File: config.mk
export PLATFORM = sky130hd
export DESIGN_NAME = systolic_skew_feeder
export DESIGN_NICKNAME = d
export VERILOG_FILES = /design/src/rtl/systolic_pkg.sv /design/src/rtl/skew_delay_line.sv /design/src/rtl/systolic_skew_feeder.sv
export SDC_FILE = /design/constraint.sdc
export NUM_CORES = 1
export LEC_CHECK = 0
export CAP_MARGIN = 5
export CORE_ASPECT_RATIO = 0.5
export CORE_MARGIN = 1
export CORE_UTILIZATION = 42
export CTS_CLUSTER_SIZE = 30
export DETAILED_ROUTE_END_ITERATION = 6
export GPL_ROUTABILITY_DRIVEN = 1
export PLACE_DENSITY = 0.7
export RECOVER_POWER = 100
export SLEW_MARGIN = 40
export SYNTH_ARGS = -nofsm -noshare
export SYNTH_HDL_FRONTEND = slang
export SYNTH_HIERARCHICAL = 1
export SYNTH_SLANG_ARGS = --single-unit
export TNS_END_PERCENT = 30
File: constraint.sdc
create_clock -name clk -period 4 [get_ports clk]
set_clock_uncertainty 0.2 [all_clocks]
set_input_delay 1.2 -clock clk [delete_from_list [all_inputs] [get_ports clk]]
set_output_delay 1.2 -clock clk [all_outputs]
set_load 0.03 [all_outputs]
File: src/rtl/systolic_pkg.sv
// Shared definitions for the systolic array feeder blocks.
//   feed_state_e : feeder FSM encoding (IDLE, STREAM, DRAIN)
//   DEF_N        : default lane count (array rows fed)
//   DEF_WIDTH    : default bits per lane operand
//   lane_lsb()   : LSB position of a lane inside a packed N*WIDTH vector
package systolic_pkg;

  typedef enum logic [1:0] {IDLE, STREAM, DRAIN} feed_state_e;

  localparam int unsigned DEF_N     = 4;
  localparam int unsigned DEF_WIDTH = 32;

  function automatic int unsigned lane_lsb(input int unsigned lane,
                                           input int unsigned width);
    return lane * width;
  endfunction

endpackage

File: src/rtl/skew_delay_line.sv
// Fixed-depth shift chain carrying {valid, last, data} for one feeder lane.
// Output is the last stage, so a word entering at an edge appears DEPTH edges
// later. Synchronous active-high reset zero-fills every stage.
// Ports:
//   clk, rst            clock, synchronous active-high reset
//   in_valid/last/data  word entering stage 0
//   out_valid/last/data word leaving stage DEPTH-1 (registered)
module skew_delay_line #(
  parameter int unsigned DEPTH = 1,
  parameter int unsigned WIDTH = 32
) (
  input  logic             clk,
  input  logic             rst,
  input  logic             in_valid,
  input  logic             in_last,
  input  logic [WIDTH-1:0] in_data,
  output logic             out_valid,
  output logic             out_last,
  output logic [WIDTH-1:0] out_data
);

  logic [WIDTH+1:0] stage [DEPTH];

  for (genvar k = 0; k < DEPTH; k++) begin : g_stage
    if (k == 0) begin : g_head
      always_ff @(posedge clk) begin
        if (rst) stage[k] <= '0;
        else     stage[k] <= {in_valid, in_last, in_data};
      end
    end else begin : g_tail
      always_ff @(posedge clk) begin
        if (rst) stage[k] <= '0;
        else     stage[k] <= stage[k-1];
      end
    end
  end

  assign {out_valid, out_last, out_data} = stage[DEPTH-1];

endmodule

File: src/rtl/systolic_skew_feeder.sv
// Operand feeder for the systolic array edge: accepts one N-lane vector per
// cycle and emits it skewed, lane i delayed by i+1 cycles. Idle cycles insert
// zero bubbles. After the last vector the feeder blocks input for N cycles
// while the skew drains, pulsing done as the last operand leaves lane N-1.
// Ports:
//   clk, rst   clock, synchronous active-high reset
//   in_valid   in_data/in_last valid this cycle
//   in_ready   feeder accepts a vector this cycle (decoded from state)
//   in_data    N lanes, lane i = in_data[i*WIDTH +: WIDTH]
//   in_last    final vector of the current stream
//   out_data   skewed operands, packed like in_data
//   out_valid  per-lane operand valid
//   out_last   per-lane last marker
//   done       one-cycle pulse when the last operand leaves lane N-1
module systolic_skew_feeder
  import systolic_pkg::*;
#(
  parameter int unsigned N     = DEF_N,
  parameter int unsigned WIDTH = DEF_WIDTH
) (
  input  logic               clk,
  input  logic               rst,
  input  logic               in_valid,
  output logic               in_ready,
  input  logic [N*WIDTH-1:0] in_data,
  input  logic               in_last,
  output logic [N*WIDTH-1:0] out_data,
  output logic [N-1:0]       out_valid,
  output logic [N-1:0]       out_last,
  output logic               done
);

  localparam int unsigned CNT_W = $clog2(N + 1);

  feed_state_e      state;
  logic [CNT_W-1:0] drain_cnt;
  logic             accept;

  assign in_ready = (state != DRAIN);
  assign accept   = in_valid & in_ready;

  // Non-accepted cycles push an all-zero word, so out_data is 0 whenever
  // out_valid is 0.
  for (genvar i = 0; i < N; i++) begin : g_lane
    skew_delay_line #(
      .DEPTH (i + 1),
      .WIDTH (WIDTH)
    ) u_line (
      .clk       (clk),
      .rst       (rst),
      .in_valid  (accept),
      .in_last   (accept & in_last),
      .in_data   (accept ? in_data[lane_lsb(i, WIDTH) +: WIDTH] : '0),
      .out_valid (out_valid[i]),
      .out_last  (out_last[i]),
      .out_data  (out_data[lane_lsb(i, WIDTH) +: WIDTH])
    );
  end

  // done is registered one edge early so it is high in the cycle where
  // drain_cnt==1, coinciding with out_last[N-1].
  always_ff @(posedge clk) begin
    if (rst) begin
      state     <= IDLE;
      drain_cnt <= '0;
      done      <= 1'b0;
    end else begin
      done <= 1'b0;
      case (state)
        IDLE, STREAM: begin
          if (accept) begin
            if (in_last) begin
              state     <= DRAIN;
              drain_cnt <= CNT_W'(N);
              done      <= (N == 1);
            end else begin
              state <= STREAM;
            end
          end
        end
        DRAIN: begin
          drain_cnt <= drain_cnt - CNT_W'(1);
          done      <= (N > 1) && (drain_cnt == CNT_W'(2));
          if (drain_cnt == CNT_W'(1)) state <= IDLE;
        end
        default: state <= IDLE;
      endcase
    end
  end

endmodule

**Word level (Yosys, flattened, before mapping)**

Memories as Yosys holds them, arrays and structs flattened.
Cells that the tools add are included.

- Memories: 4
- Output and inout bits: 138
- Register bits: 6
- Bits in writable memories: 340
- Logic and storage cells: 60

- Eq/ne operators: 8
- Muxes and demuxes: 25
- Add/subtract/negate cells: 1
- Reduce and logical (&&, ||, !) cells: 7
- Bitwise logic cells: 12

Memory list:

| name | depth | width | read ports | clocked after memory_dff | wr ports | line | text |
|---|---|---|---|---|---|---|---|
| g_lane[3].u_line.stage | 4 | 34 | 4 | 0 | 4 | skew_delay_line.sv:22 | `logic [WIDTH+1:0] stage [DEPTH];` |
| g_lane[2].u_line.stage | 3 | 34 | 3 | 0 | 3 | skew_delay_line.sv:22 |  |
| g_lane[1].u_line.stage | 2 | 34 | 2 | 0 | 2 | skew_delay_line.sv:22 |  |
| g_lane[0].u_line.stage | 1 | 34 | 1 | 0 | 1 | skew_delay_line.sv:22 |  |

Operators with widths:

| cell | number |
|---|---|
| 34-bit two-way mux | 10 |
| 32-bit two-way mux | 4 |
| 34-bit OR reduction | 1 |
| 1-bit bitwise OR | 9 |
| 2-bit != test (second input constant) | 4 |
| 2-bit two-way mux | 3 |
| 3-bit two-way mux | 2 |
| 3-bit case mux with 2 select lines | 1 |
| 1-bit two-way mux | 4 |
| 2-bit case mux with 2 select lines | 1 |
| 2-bit OR reduction | 2 |
| 3-bit by 1-bit equality test with 1-bit output (second input constant) | 1 |
| 3-bit by 2-bit equality test with 1-bit output (second input constant) | 1 |
| 3-bit AND reduction | 1 |
| 3-bit by 1-bit subtractor with 3-bit output (second input constant) | 1 |
| 1-bit AND | 2 |
| 2-bit by 1-bit equality test with 1-bit output (second input constant) | 1 |
| 2-bit equality test (second input constant) | 1 |
| 2-bit zero test | 1 |
| 2-bit AND reduction | 1 |
| 2-bit nonzero test | 1 |
| 1-bit inverter | 1 |

**Logic depth before layout (Yosys ltp)**

Gate-level depths: netlist (run 1).

- Depth after elaboration: 4
- Depth in mapped cells: 6
- Depth with buffers taken out: 5

**By module**

The synthesis (run 1) kept the hierarchy.

Modules (own cells, without submodules):

| module | sequential area each (sq um) | area an instance (sq um) | instances | cells each |
|---|---|---|---|---|
| skew_delay_line at g_lane[3].u_line | 2722.6 | 3679.8 | 1 | 287 |
| skew_delay_line at g_lane[2].u_line | 2042.0 | 2741.4 | 1 | 215 |
| skew_delay_line at g_lane[1].u_line | 1361.3 | 1836.8 | 1 | 143 |
| systolic_skew_feeder | 120.1 | 1280.0 | 1 | 192 |
| skew_delay_line at g_lane[0].u_line | 680.7 | 937.1 | 1 | 71 |

**Worst setup path after synthesis (run 1)**

OpenSTA, ideal clock, no wires.

- Kind: flip-flop to output port
- From: register state[0]
- To: output port in_ready
- Data required time: 2.600 ns
- Buffers on the path: 2
- Stages on the path, launching flop included: 4
- Arrival time: 0.847 ns
- Setup slack: 1.753 ns
- Path through: dfxtp_1 -> nand2b_1 -> buf_6 -> buf_2

- Cells in the longest elaborated chain, start to end: 1

RTL lines:

| item | line | text |
|---|---|---|
| start: declaration | systolic_skew_feeder.sv:35 | `feed_state_e state;` |
| start signal: assignment | systolic_skew_feeder.sv:64 | `state <= IDLE;` |
| start signal: assignment | systolic_skew_feeder.sv:73 | `state <= DRAIN;` |
| start signal: assignment | systolic_skew_feeder.sv:77 | `state <= STREAM;` |
| 2-bit != test | systolic_skew_feeder.sv:39 | `assign in_ready = (state != DRAIN);` |
| end: declaration | systolic_skew_feeder.sv:24 | `output logic in_ready,` |

Every way passes these cells.

==> results of run 1 <==
sequential cells by signal (all words and copies together) (netlist names):
name	flops
drain_cnt	3
state	2
g_lane.u_line/stage	340
done	1
layout make-up:
cell class	count	area, um^2
fill	2053	9878
sequential	346	6927
multi-input combinational	494	3156
timing repair buffer	277	2765
clock buffer	38	832.0
tap	336	420.4
clock inverter	18	234.0
inverter	3	11.26
cells in the final DEF (no fill, tap or decap), types with 2 or more instances in the layout:
cell type | synthesis | final
sky130_fd_sc_hd__a21oi_1 | 4 | 4
sky130_fd_sc_hd__bufinv_16 | 0 | 5
sky130_fd_sc_hd__clkbuf_1 | 19 | 5
sky130_fd_sc_hd__and2_1 | 2 | 2
sky130_fd_sc_hd__and3_2 | 25 | 25
sky130_fd_sc_hd__buf_4 | 1 | 3
sky130_fd_sc_hd__clkinv_2 | 0 | 7
sky130_fd_sc_hd__clkbuf_2 | 6 | 3
sky130_fd_sc_hd__ha_1 | 3 | 3
sky130_fd_sc_hd__clkinv_4 | 0 | 2
sky130_fd_sc_hd__nor2b_1 | 337 | 337
sky130_fd_sc_hd__and3_1 | 104 | 104
sky130_fd_sc_hd__nand2_1 | 2 | 2
sky130_fd_sc_hd__clkbuf_8 | 0 | 3
sky130_fd_sc_hd__clkinvlp_4 | 0 | 3
sky130_fd_sc_hd__buf_12 | 0 | 2
sky130_fd_sc_hd__inv_1 | 3 | 3
sky130_fd_sc_hd__dfxtp_1 | 346 | 346
sky130_fd_sc_hd__dlygate4sd3_1 | 0 | 138
sky130_fd_sc_hd__clkdlybuf4s50_1 | 0 | 129
sky130_fd_sc_hd__nor2_1 | 2 | 2
sky130_fd_sc_hd__clkbuf_16 | 0 | 31
sky130_fd_sc_hd__and2b_2 | 4 | 4
kinds of logic after synthesis:
logic type / Yosys count / synth area share
and+or+nand+nor: 482 / 0.2913
buffers and inverters: 68 / 0.03822
AOI/OAI and AO/OA: 8 / 0.004778
adders and majority gates: 3 / 0.003584
DFF: 346 / 0.6613
xor gates and xnor gates: 1 / 0.0008363
where the power goes:
group          switching, mW  internal (mW)  leakage, nW
Combinational          0.234          0.274         2.99
Sequential            0.0252           3.55         2.82
Clock                   1.24           1.80        0.520
Total                   1.50           5.63         6.32
worst max-delay path, cell delays in order:
cell and delay (ps):
sky130_fd_sc_hd__clkbuf_2 1420, sky130_fd_sc_hd__clkbuf_2 730, sky130_fd_sc_hd__nor2b_1 110
metal layers:
metal  track usage  wire length [um]  vias to the layer above
met5             0                 0                        -
met4       0.04943               550                        0
met3       0.04353              1014                       38
met2        0.2741              9992                      118
met1        0.1741              8349                     2883
li1              -                 -                     3326
synth_stat cells, drive strengths merged:
library cell and n:
nand2b 2, inv 3, and3 129, o21a 1
o21ai 1, nor2b 337, nor4b 1, ha 3
and2b 4, or2 1, nor3b 1, o22a 1
clkbuf 25, a21oi 4, and2 2, nand3b 1
a41oi 1, xnor2 1, nor2 2, dfxtp 346
buf 40, nand2 2
final timing paths:
kind | startpoint | endpoint | cells past startpoint
setup / recovery | rst | g_lane[3].u_line/stage[2][25] | 3
hold / removal | g_lane[2].u_line/stage[0][1] | g_lane[2].u_line/stage[1][1] | 1
setup reg to reg | state[0] | g_lane[0].u_line/stage[0][32] | 4
hold reg to reg | g_lane[2].u_line/stage[0][1] | g_lane[2].u_line/stage[1][1] | 1
through the flow:
stage / hold WS, ps / util / setup slack (ps)
floorplan: 213.8 / - / 1753
global placement: 215.6 / 0.5488 / 1332
detailed placement: 220.4 / 0.5490 / 1280
CTS: 235.8 / 0.5930 / 737.2
global route: 245.9 / 0.5922 / 410.9
finish: 231.3 / 0.5922 / 673.8
==> impl_summary.md, run 1 <==
Power
The power density of the placed cells is 496.9 mW/mm^2. In this run the static leakage power is between 6 and 7 nW. The largest vdd supply drop is about 230 uV.

Overall power consumption after layout is estimated at just over 7 mW.

Logic synthesis
The cell taking the most area after synthesis is sky130_fd_sc_hd__dfxtp_1. A synthesized cell averages 11.54 um^2. Of the post-synthesis cell area, the dominant cell type holds 0.6613. The Yosys warning count is 6.

The total nets after synthesis is about 1000. The flop and latch count out of synthesis is ~350. The proportion of synthesized chip area in sequential cells is 0.6613. The gate count of the mapped netlist is around 900. The cell area after synthesis is 0.01048 mm^2. The synthesized netlist contains 27 unique library cells. In the post-synthesis netlist, the biggest area contributors are sky130_fd_sc_hd__dfxtp_1 66%, sky130_fd_sc_hd__nor2b_1 20%, sky130_fd_sc_hd__and3_1 6.2%, sky130_fd_sc_hd__and3_2 1.8%, sky130_fd_sc_hd__buf_6 1.3%.

Critical path
The biggest fanout along the worst timing path is 104. The endpoint type of the worst setup path is a flop. At the worst endpoint, the required time is 4210 ps. The register-to-register setup slack is 1990 ps. The worst setup path is of the in2reg kind. The worst setup path is launched from a primary input.

The data arrival time of the worst path is approximately 3500 ps.

Place
The total placed instance area is 0.01330 mm^2. The instance count after placement with tap cells included is ~1500. Input and output buffers added on the ports amount to 269. The estimated wirelength of the detail-placed design is 12960 um. The routability congestion estimate from global placement is 0.7844.

Floorplan
The number of ports placed on the die boundary is between 200 and 300. The horizontal die dimension is between 200 and 250 um. The area enclosed by the die boundary is 0.02561 mm^2. In this run the standard cell core region covers 0.02422 mm^2.

For this configuration, the core starts out at a cell density of 0.4324. In this run the core area contains 40 standard-cell rows. The die span in y is ~110 um.

Clock tree
Counting the buffers created by CTS gives 30. The clock tree from TritonCTS is built. Clock latency on the worst-skew pair, taken at its later pin, is 550 ps.

In this run the clock root is driven by a sky130_fd_sc_hd__clkbuf_16. After clock tree synthesis, the clock-pin slew on the worst setup and hold paths is 70 ps. The clock passes through at most 3 buffers. Hold repair after CTS inserted 0 buffers. The count of clock tree sinks is approximately 350. The count of H-tree levels built during CTS is 1.

The number of instances resized during post-cts repair is 0. The number of setup buffers added after CTS is 0.

Hold path
The worst hold-check path type is reg2reg.

GRT
The number of antenna violations at the first check in global routing is 0. In the global route stage, overall resource usage came out at 0.1520. The global-route wire length before repair is ~31000 um.

Entering global routing, the biggest net connects 134 pins. The total overflow left after global routing is 0. The number of global-route vias before repair is 6061.

Detailed routing
The number of remaining DRC errors is 0. The average wire length per cell after detail routing is about 13 um. The overall routed net length is 19910 um.

After detailed routing, the number of vias per cell comes to around 4.2. The initial DRC count is 264. Once detail routing completed, the nets flagged for antenna violations numbered 0. The number of vias in the routed layout is between 6000 and 7000. Before antenna repair, the detailed router went through 4 iterations.

Flow run
Across the run, the number of max-cap violations was 1.

Cells and area
0 antenna diodes ended up in the layout. Of the cells placed in the final design, the portion with a size suffix greater than 1 is 0.07738. The layout net count is 1287. The post-route cell area is 0.01435 mm^2. The post-layout instance count excluding filler cells is 1512.

The area growth from synthesis to layout is 36.94%.

Status
The final reports fail on capacitance limit, slew limit. The flow ran to the end, but the final reports show violations.

STA
The final critical path time including I/O delays and setup is 3326 ps. Setup violations remaining at the end of the flow were counted as 0. Derived from the worst setup path, the maximum achievable clock frequency is 300.6 MHz. The number of max-slew violations in the final report came to 103. The final total negative setup slack is 0 ps. The transition time at the pin with the least slew margin is a little over 2000 ps. The number of failing hold endpoints at the final stage is 0. The worst pin sits at a relative slew slack of -0.3782. Setup repair after global routing left no endpoint under its margin.

Of the available clock period, the critical path in the final layout requires 0.8315.
Power figures use the tool's default switching activity.
==> run 2, diff against run 1 <==
- PLACE_DENSITY: 0.7 -> 0.73
- clock period: 4 -> 3 ns (I/O delays scaled with it)
==> run 2 against run 1 <==
  * The flow now finishes without violations
  * Final cell count increased by 0.60%
  * Sequential share of layout area decreased by 0.055 points
  * Non-clock buffer count rose by 8
  * Combinational power rose by 34%
  * Highest routed layer unchanged
  * Core utilization up 0.067 points
  * Sequential cell count did not move
  * Critical path depth fell by 2
  * Clock power grew 33%
  * Count of clock-buffer cells in the layout fell by 3
  * Worst hold slack worse by 9.4 ps
==> impl_summary.md, run 2 (same netlist as run 1, synthesis figures left out) <==
Clock tree
The number of hold-repair buffers added at the cts stage is 0 (unchanged). The number of setup buffers added after CTS is 0 (unchanged). The post-CTS clock slew at the launch and capture registers of the worst setup and hold paths is 70 ps (about the same). The buffer cell driving the clock tree root is sky130_fd_sc_hd__clkbuf_16 (unchanged). The count of clock tree sinks is 346 (unchanged). The number of instances resized during post-cts repair is 0 (unchanged). The count of H-tree levels built during CTS is 1 (unchanged). The clock tree from TritonCTS is built (unchanged).

The number of buffers created by CTS came to 30 (unchanged). The insertion delay to the later sink of the worst-skew pair is 540 ps (was 550 ps). The maximum clock insertion buffer count was 3 (unchanged).

STA
The final period utilization is 0.9127. The transition time at the pin with the least slew margin is 1280 ps (was 2067 ps). Subtracting the final worst setup slack from the clock period gives 2738 ps. The number of failing hold endpoints at the final stage came to 0 (unchanged). The achievable clock frequency is 365.2 MHz.

The final critical-path setup slack came to 262.0 ps (was 673.8 ps). The number of max-slew violations in the final report was 0 (was 103). The worst hold margin was 221.9 ps (was 231.3 ps). Setup repair after global routing missed its margin: false (unchanged).

The final total negative setup slack is 0 ps (unchanged). The count of endpoints failing setup in the final report came to 0 (unchanged). The tightest slew margin relative to the limit is 0.1467 (was -0.3782).

Critical path
The highest cell delay on the worst timing path is 790 ps (was 1420 ps). The cell family with the largest share of critical-path delay is buffers and inverters (unchanged). The start-to-end type of the worst setup path is reg2out (was in2reg). The sum of buffers and inverters on the critical path is 1 (was 2). The capture point of the worst reg-to-reg path was g_lane[2].u_line/stage[0][30] (was g_lane[0].u_line/stage[0][32]). The data arrival time of the worst path was 1640 ps (was 3540 ps). The type of element launching the critical path is a flop (was primary input). The launching point of the worst reg2reg path is state[1] (was state[0]). The biggest fanout along the worst timing path is 1 (was 104).

The cell count of the worst reg-to-reg path is 4 (unchanged). The data required time of the critical path came to 1900 ps (was 4210 ps). The endpoint type of the worst setup path is a primary output (was flop).

The register-to-register setup slack is 600 ps (was 1990 ps). Crit path cell chain: dlygate4sd3_1 (was clkbuf_2, clkbuf_2, nor2b_1). The slowest stage cell on the critical path is sky130_fd_sc_hd__dlygate4sd3_1 (was sky130_fd_sc_hd__clkbuf_2).

Floorplan
The row count is 40 (unchanged). The horizontal die dimension is 225.3 um (unchanged). The area enclosed by the die boundary is 0.02561 mm^2 (unchanged). The die span in y was 113.7 um (unchanged). The area inside the core boundary was 0.02422 mm^2 (unchanged). The initial core utilization is 0.4324 (unchanged). The number of ports placed on the die boundary is 270 (unchanged).

GRT
The overall fraction of global-route tracks in use was 0.1538 (was 0.1520). The number of global-route vias before repair is 6088 (was 6061). The number of antenna violations at the first check in global routing came to 1 (was 0). The sum of overflow across all layers after global routing was 0 (unchanged). The global-route wire length before repair is 31200 um (was 31000 um).

The pin count of the biggest net entering global routing is 111 (was 134).

Detailed routing
The residual antenna-violating net count after detailed routing is 0 (unchanged). The average wire length per cell after detail routing was 13.37 um (was 13.17 um). The number of vias in the routed layout is 6477 (was 6365).

The post-detailed-route via-to-cell ratio is 4.258 (was 4.210). The overall routed net length is 20330 um (was 19910 um). The number of remaining DRC errors came to 0 (unchanged). The number of detailed-routing iterations run before antenna repair came to 4 (unchanged). The initial DRC count is 214 (was 264).

Cells and area
The signed area change from the synthesized netlist to the final layout came to 37.10% (was 36.94%). The core utilization of the finished layout is 0.5929 (was 0.5922). The most frequent standard cell in the layout excluding fill and tap cells is sky130_fd_sc_hd__dfxtp_1 (unchanged). The largest register by flop count is g_lane.u_line/stage (unchanged). The number of flip-flops under the largest register name was 340 (unchanged). The post-route cell area was 0.01436 mm^2 (was 0.01435 mm^2). The layout net count was 1295 (was 1287).

Biggest regs: g_lane.u_line/stage: 340 flops, drain_cnt: 3 flops, state: 2 flops (unchanged). Most frequent cells in the layout: 346 x sky130_fd_sc_hd__dfxtp_1, 337 x sky130_fd_sc_hd__nor2b_1, 137 x sky130_fd_sc_hd__dlygate4sd3_1 (was 346 x sky130_fd_sc_hd__dfxtp_1, 337 x sky130_fd_sc_hd__nor2b_1, 138 x sky130_fd_sc_hd__dlygate4sd3_1). The proportion of layout cells with a drive suffix above 1 was 0.07770 (was 0.07738). The count of fill cells added during filler insertion is 2038 (was 2053).

Place
The estimated wirelength of the detail-placed design is 13640 um (was 12960 um). The pre-CTS setup slack is 676.7 ps (was 1280 ps). The total placed instance area is 0.01341 mm^2 (was 0.01330 mm^2). The routability congestion estimate from global placement is 0.8015 (was 0.7844).

The number of input and output port buffers inserted is 269 (unchanged).

Power
The leakage power is 6.330 nW (was 6.325 nW). The largest vdd supply drop is 323.3 uV (was 228.5 uV). The power density of the placed cells is 661.5 mW/mm^2 (was 496.9 mW/mm^2).

Hold path
The worst hold path cell count came to 1 (unchanged). The capture endpoint of the worst hold path is g_lane[3].u_line/stage[2][24] (was g_lane[2].u_line/stage[1][1]). The worst hold-check path type is reg2reg (unchanged). The start point of the worst min-delay path is g_lane[3].u_line/stage[1][24] (was g_lane[2].u_line/stage[0][1]).

Status
Run status: finished clean (was finished with violations).

Flow run
The max capacitance violation total is 0 (was 1).
run 2: cell count changes in the layout (fill, tap and decap cells not counted), moves of 2 or more:
cell                         previous run  this run
sky130_fd_sc_hd__clkbuf_1               5        11
sky130_fd_sc_hd__buf_4                  3         1
sky130_fd_sc_hd__clkbuf_2               3         5
sky130_fd_sc_hd__clkbuf_8               3         1
sky130_fd_sc_hd__clkinvlp_4             3         5
run 2: metrics by stage:
stage | cells | power [mW]
4_1_cts | 1520 | 9.653
5_1_grt | 1521 | 9.873
6_report | 1521 | 9.500
3_3_place_gp | 1464 | 5.578
2_1_floorplan | 908 | 5.269
3_5_place_dp | 1464 | 5.598
run 2: layer usage:
| metal | part of all wire | vias up | global-route usage | wire, um |
|---|---|---|---|---|
| met5 | 0 | - | 0 | 0 |
| met3 | 0.053 | 46 | 0.04663 | 1086 |
| met2 | 0.52 | 130 | 0.2776 | 10510 |
| li1 | - | 3343 | - | - |
| met1 | 0.40 | 2958 | 0.1717 | 8129 |
| met4 | 0.030 | 0 | 0.05669 | 603 |
run 2: worst max path at each step:
stage               slack [ps]  cells after the start                             to                           from
finish                     260                      1                   out_data[58]  g_lane[1].u_line/stage[1][26]
CTS                        290                      1                  out_data[127]  g_lane[3].u_line/stage[3][31]
global route               190                      3  g_lane[3].u_line/stage[1][12]                            rst
floorplan                 1050                      3                       in_ready                       state[0]
global placement           750                      4   g_lane[1].u_line/stage[0][0]                       in_valid
detailed placement         680                      4  g_lane[0].u_line/stage[0][15]                       in_valid
run 2: final cells by class:
class                   instances  area (um^2)  share of cell area
clock inverters                21        261.5             0.01821
repair buffers                285         2790              0.1943
inverters                       3        11.26           0.0007841
well taps                     336        420.4             0.02927
multi-input cells             494         3148              0.2192
clock buffers                  35        800.8             0.05576
diodes                          1        2.502           0.0001742
flip-flops and latches        346         6927              0.4823
run 2: power by group:
| group | internal (mW) | switching, mW |
|---|---|---|
| sequential | 4.74 | 0.0334 |
| combinational | 0.365 | 0.316 |
| clock | 2.36 | 1.68 |
| total | 7.47 | 2.03 |
